## config.mk

```make
export PLATFORM = sky130hd
export DESIGN_NAME = ex3_digit_assembler
export DESIGN_NICKNAME = d
export VERILOG_FILES = /design/src/rtl/ex3_digit_assembler.sv
export SDC_FILE = /design/constraint.sdc
export NUM_CORES = 1
export LEC_CHECK = 0
export ABC_CLOCK_PERIOD_IN_PS = 1400
export CORE_MARGIN = 5
export CORE_UTILIZATION = 40
export CTS_CLUSTER_SIZE = 40
export DETAILED_ROUTE_END_ITERATION = 8
export GPL_ROUTABILITY_DRIVEN = 1
export GPL_TIMING_DRIVEN = 0
export PLACE_DENSITY_LB_ADDON = 0.2
export SYNTH_ARGS = -nofsm -noshare
export SYNTH_HDL_FRONTEND = slang
export SYNTH_SLANG_ARGS = --single-unit
```

## constraint.sdc

```tcl
create_clock -name clk -period 1.4 [get_ports clk]
set_input_delay 0.42 -clock clk [delete_from_list [all_inputs] [get_ports clk]]
set_output_delay 0.42 -clock clk [all_outputs]
set_load 0.05 [all_outputs]
```

## src/rtl/ex3_digit_assembler.sv

```systemverilog
// Serial Excess-3 digit stream to packed-BCD word assembler with sticky per-word error flag.
// Optional EX3_ERR_FLUSH_EN: an invalid digit ends the word immediately with an all-ones word.
module ex3_digit_assembler #(
  parameter  int DIGITS = 4,
  localparam int CW     = $clog2(DIGITS + 1),
  localparam int W      = 4 * DIGITS
) (
  input  logic          clk,
  input  logic          rst_n,
  input  logic          in_valid,
  output logic          in_ready,
  input  logic [3:0]    in_digit,
  output logic          out_valid,
  input  logic          out_ready,
  output logic [W-1:0]  out_bcd,
  output logic          out_err,
  output logic [CW-1:0] digit_cnt
);

  typedef enum logic {COLLECT = 1'b0, HOLD = 1'b1} state_e;

  state_e          state_q, state_d;
  logic [W-1:0]    shreg_q, shreg_d;
  logic            err_q, err_d;
  logic [CW-1:0]   cnt_q, cnt_d;
  logic            bad;
  logic [3:0]      nib;

  assign bad = (in_digit < 4'h3) || (in_digit > 4'hC);
  assign nib = bad ? 4'hF : in_digit - 4'h3;

  always_comb begin
    state_d = state_q;
    shreg_d = shreg_q;
    err_d   = err_q;
    cnt_d   = cnt_q;
    case (state_q)
      COLLECT: if (in_valid) begin
        shreg_d = {shreg_q[W-5:0], nib};
        err_d   = err_q | bad;
        cnt_d   = cnt_q + CW'(1);
        if (cnt_q == CW'(DIGITS - 1)) state_d = HOLD;
`ifdef EX3_ERR_FLUSH_EN
        // Bad digit aborts the word; whatever was collected is replaced by all ones.
        if (bad) begin
          shreg_d = '1;
          state_d = HOLD;
        end
`endif
      end
      HOLD: if (out_ready) begin
        state_d = COLLECT;
        shreg_d = '0;
        err_d   = 1'b0;
        cnt_d   = '0;
      end
    endcase
  end

  always_ff @(posedge clk or negedge rst_n) begin
    if (!rst_n) begin
      state_q <= COLLECT;
      shreg_q <= '0;
      err_q   <= 1'b0;
      cnt_q   <= '0;
    end else begin
      state_q <= state_d;
      shreg_q <= shreg_d;
      err_q   <= err_d;
      cnt_q   <= cnt_d;
    end
  end

  assign in_ready  = (state_q == COLLECT);
  assign out_valid = (state_q == HOLD);
  assign out_bcd   = shreg_q;
  assign out_err   = err_q;
  assign digit_cnt = cnt_q;

endmodule

```

==> impl_metrics.tcl <==
set metrics [dict create \
    dpl_worst_slack_ns -0.519 \
    synth_fp_nets 81 \
    relSlewSlack_pct 37.1 \
    dp.cells 126 \
    drc_errors 0 \
    avgRoutedWirePerCell_microns 13.8 \
    grt_remaining_overflow 0 \
    cts-buffers-inserted 3 \
    yosysTopAreaCellShare_pct 58.7 \
    hold_viol_final 0 \
    slew_viol_final 0 \
    rows 17 \
    die_w_microns 57.3 \
    critical_path_required_ns 0.98 \
    grt_max_degree 22 \
    start_util_pct 41.3 \
    root_buffer "clkbuf_4" \
    violations "negative setup slack" \
    synth.ff_latch_count 21 \
    gp_congestion 0.780 \
    io_buffers 29 \
    fillers 203 \
    status "finished, violations left" \
    io-pin-count 30 \
    dieArea_sq_um 3290 \
    vias_per_cell 5.04 \
    timing.final.crit_share_pct 102 \
    clk_pin_slew_ns 0.11 \
    critPathKind "reg -> out" \
    hold_buffers 0 \
    vias 665 \
    skew_ns 0.00245 \
    end_kind "output pin" \
    fmax_ghz 0.703 \
    antenna_found_initial 0 \
    diodes 0 \
    post-route-util_pct 56.6 \
    cp_max_fo 6 \
    drt_iter0_drc 17 \
    yosys_warnings 0 \
    synthTopCellsByArea "dfrtp_1 59%, a22o_1 7.8%, a22o_2 5.6%" \
    synth.cell_area_sq_um 896 \
    cts_num_sinks 21 \
    synth_cell_types 23 \
    cts_tree "done" \
    die_y_microns 57.3 \
    fin_area_sq_um 1230 \
    drtPass1Iterations 4 \
    layout.nets 117 \
    htree_levels 1 \
    first_global_vias 694 \
    ff_latch_area_sq_um 527 \
    postPlaceCellArea_sq_um 1230 \
    syn_inst 69 \
    drive_gt1_share_pct 40.4 \
    core_area_sq_um 2170 \
    grt_pass1_wl_microns 3240 \
    worst_hold_path_type "in -> async" \
    syn_to_final_growth_pct 37.2 \
    clk_path_buf_depth 2 \
    grt_setup_unrepaired "yes" \
    yosysTopAreaCell "dfrtp_1" \
    tightest_slew_ns 0.942 \
    setup_viol_count_final 1 \
    stdcell_count 132 \
    fin_ws_ns -0.0216 \
    multi_input_area_sq_um 354 \
    fin_crit_ns 1.42 \
    cp.arrival_ns 1.00 \
    ant_nets 0 \
    yosysSeqAreaShare_pct 58.7 \
    grt_usage_pct 12.5 \
    clock_latency_ns 0.29 \
    drv_cap 0 \
    crit_path_start_kind "flip-flop" \
    totalWireLength_microns 1820 \
    syn_area_per_cell_sq_um 13.0 \
]
[worst paths after layout]
kind / from / to / slack, ns / depth (start not counted)
max: out_valid / in_ready / -0.02 / 2
min: rst_n / digit_cnt[1] / 0.25 / 1
max reg2reg: out_valid / out_bcd[7] / 0.15 / 4
min reg2reg: out_bcd[13] / out_bcd[13] / 0.51 / 1
max in group asynchronous: rst_n / out_valid / 0.52 / 1
min in group clk: out_bcd[13] / out_bcd[13] / 0.51 / 1
[per-layer routing]
metal	GRT usage [%]	share of wire, %	vias to the layer above
li1	-	-	323
met1	16.7	48	321
met2	19.7	46	19
met3	3.85	5.5	2
met4	2.98	0.49	0
met5	0	0	-
[kinds of logic (layout without fill, tap and decap cells)]
family	after synthesis	count (layout)	share of synthesized area, %
AO/OA/AOI/OAI	24	24	22.5
flip-flops	21	21	58.7
AND/OR/NAND/NOR	10	10	6.29
buffers and inverters	8	43	4.47
adder cells (fa/ha/maj)	4	4	5.59
XOR/XNOR	1	1	0.978
multiplexers	1	1	1.54
[what timing repair did]
item | in CTS | in global routing
resized for setup | 126 | 18
buffers inserted | 0 | 2
pin swaps | 2 | 0
endpoints found under the setup margin | 37 | 38
[cell usage in the layout (no fill, tap or decap), drive strengths merged]
master / netlist / layout
dfrtp: 21 / 21
buf: 3 / 16
clkbuf: 0 / 15
a22o: 13 / 13
dlygate4sd2: 0 / 5
inv: 5 / 5
o21ai: 5 / 5
ha: 4 / 4
nand2: 3 / 3
a221o: 3 / 3
a21oi: 2 / 2
nand3: 1 / 1
nor2b: 1 / 1
mux2i: 1 / 1
nand3b: 1 / 1
or3: 1 / 1
nand2b: 1 / 1
a2bb2oi: 1 / 1
xor2: 1 / 1
or2b: 1 / 1
and3: 1 / 1
clkdlybuf4s50: 0 / 1
dlymetal6s2s: 0 / 1
[metrics by stage]
step	setup TNS [ns]	hold WS, ns
floorplan	0	0.124
global placement	-15.63	0.481
detailed placement	-16.44	0.489
CTS	-0.0433	0.511
global route	-0.127	0.321
finish	-0.0216	0.253
[synthesized netlist by cell type]
library cell and instances:
a22o_2 5, a221o_1 3, a21oi_1 1, dfrtp_1 21, nand2b_1 1, or2b_1 1, xor2_1 1, nand2_1 3
mux2i_2 1, buf_6 1, or3_1 1, inv_1 5, and3_1 1, a21oi_2 1, nor2b_1 1, o21ai_0 4
nand3b_1 1, a2bb2oi_1 1, nand3_1 1, ha_1 4, o21ai_2 1, buf_2 2, a22o_1 8
[state kept, by name (all words and copies together) (netlist names)]
signal     flops
out_valid      1
digit_cnt      3
out_err        1
out_bcd       16
[final cells by class]
| class | instances | share of cell area, % |
|---|---|---|
| sequential | 21 | 42.9 |
| multi-input combinational | 40 | 28.8 |
| timing repair buffer | 31 | 20.1 |
| tap | 28 | 2.85 |
| clock buffer | 4 | 2.14 |
| buffer | 3 | 1.73 |
| inverter | 5 | 1.53 |
[worst max-delay path, stage by stage (launching register included)]
cell	delay [ns]
dfrtp_2	0.47
inv_2	0.09
buf_8	0.14
Power is not shown: default switching activity piles up to over one toggle a cycle in this logic, so the estimate is an artifact.
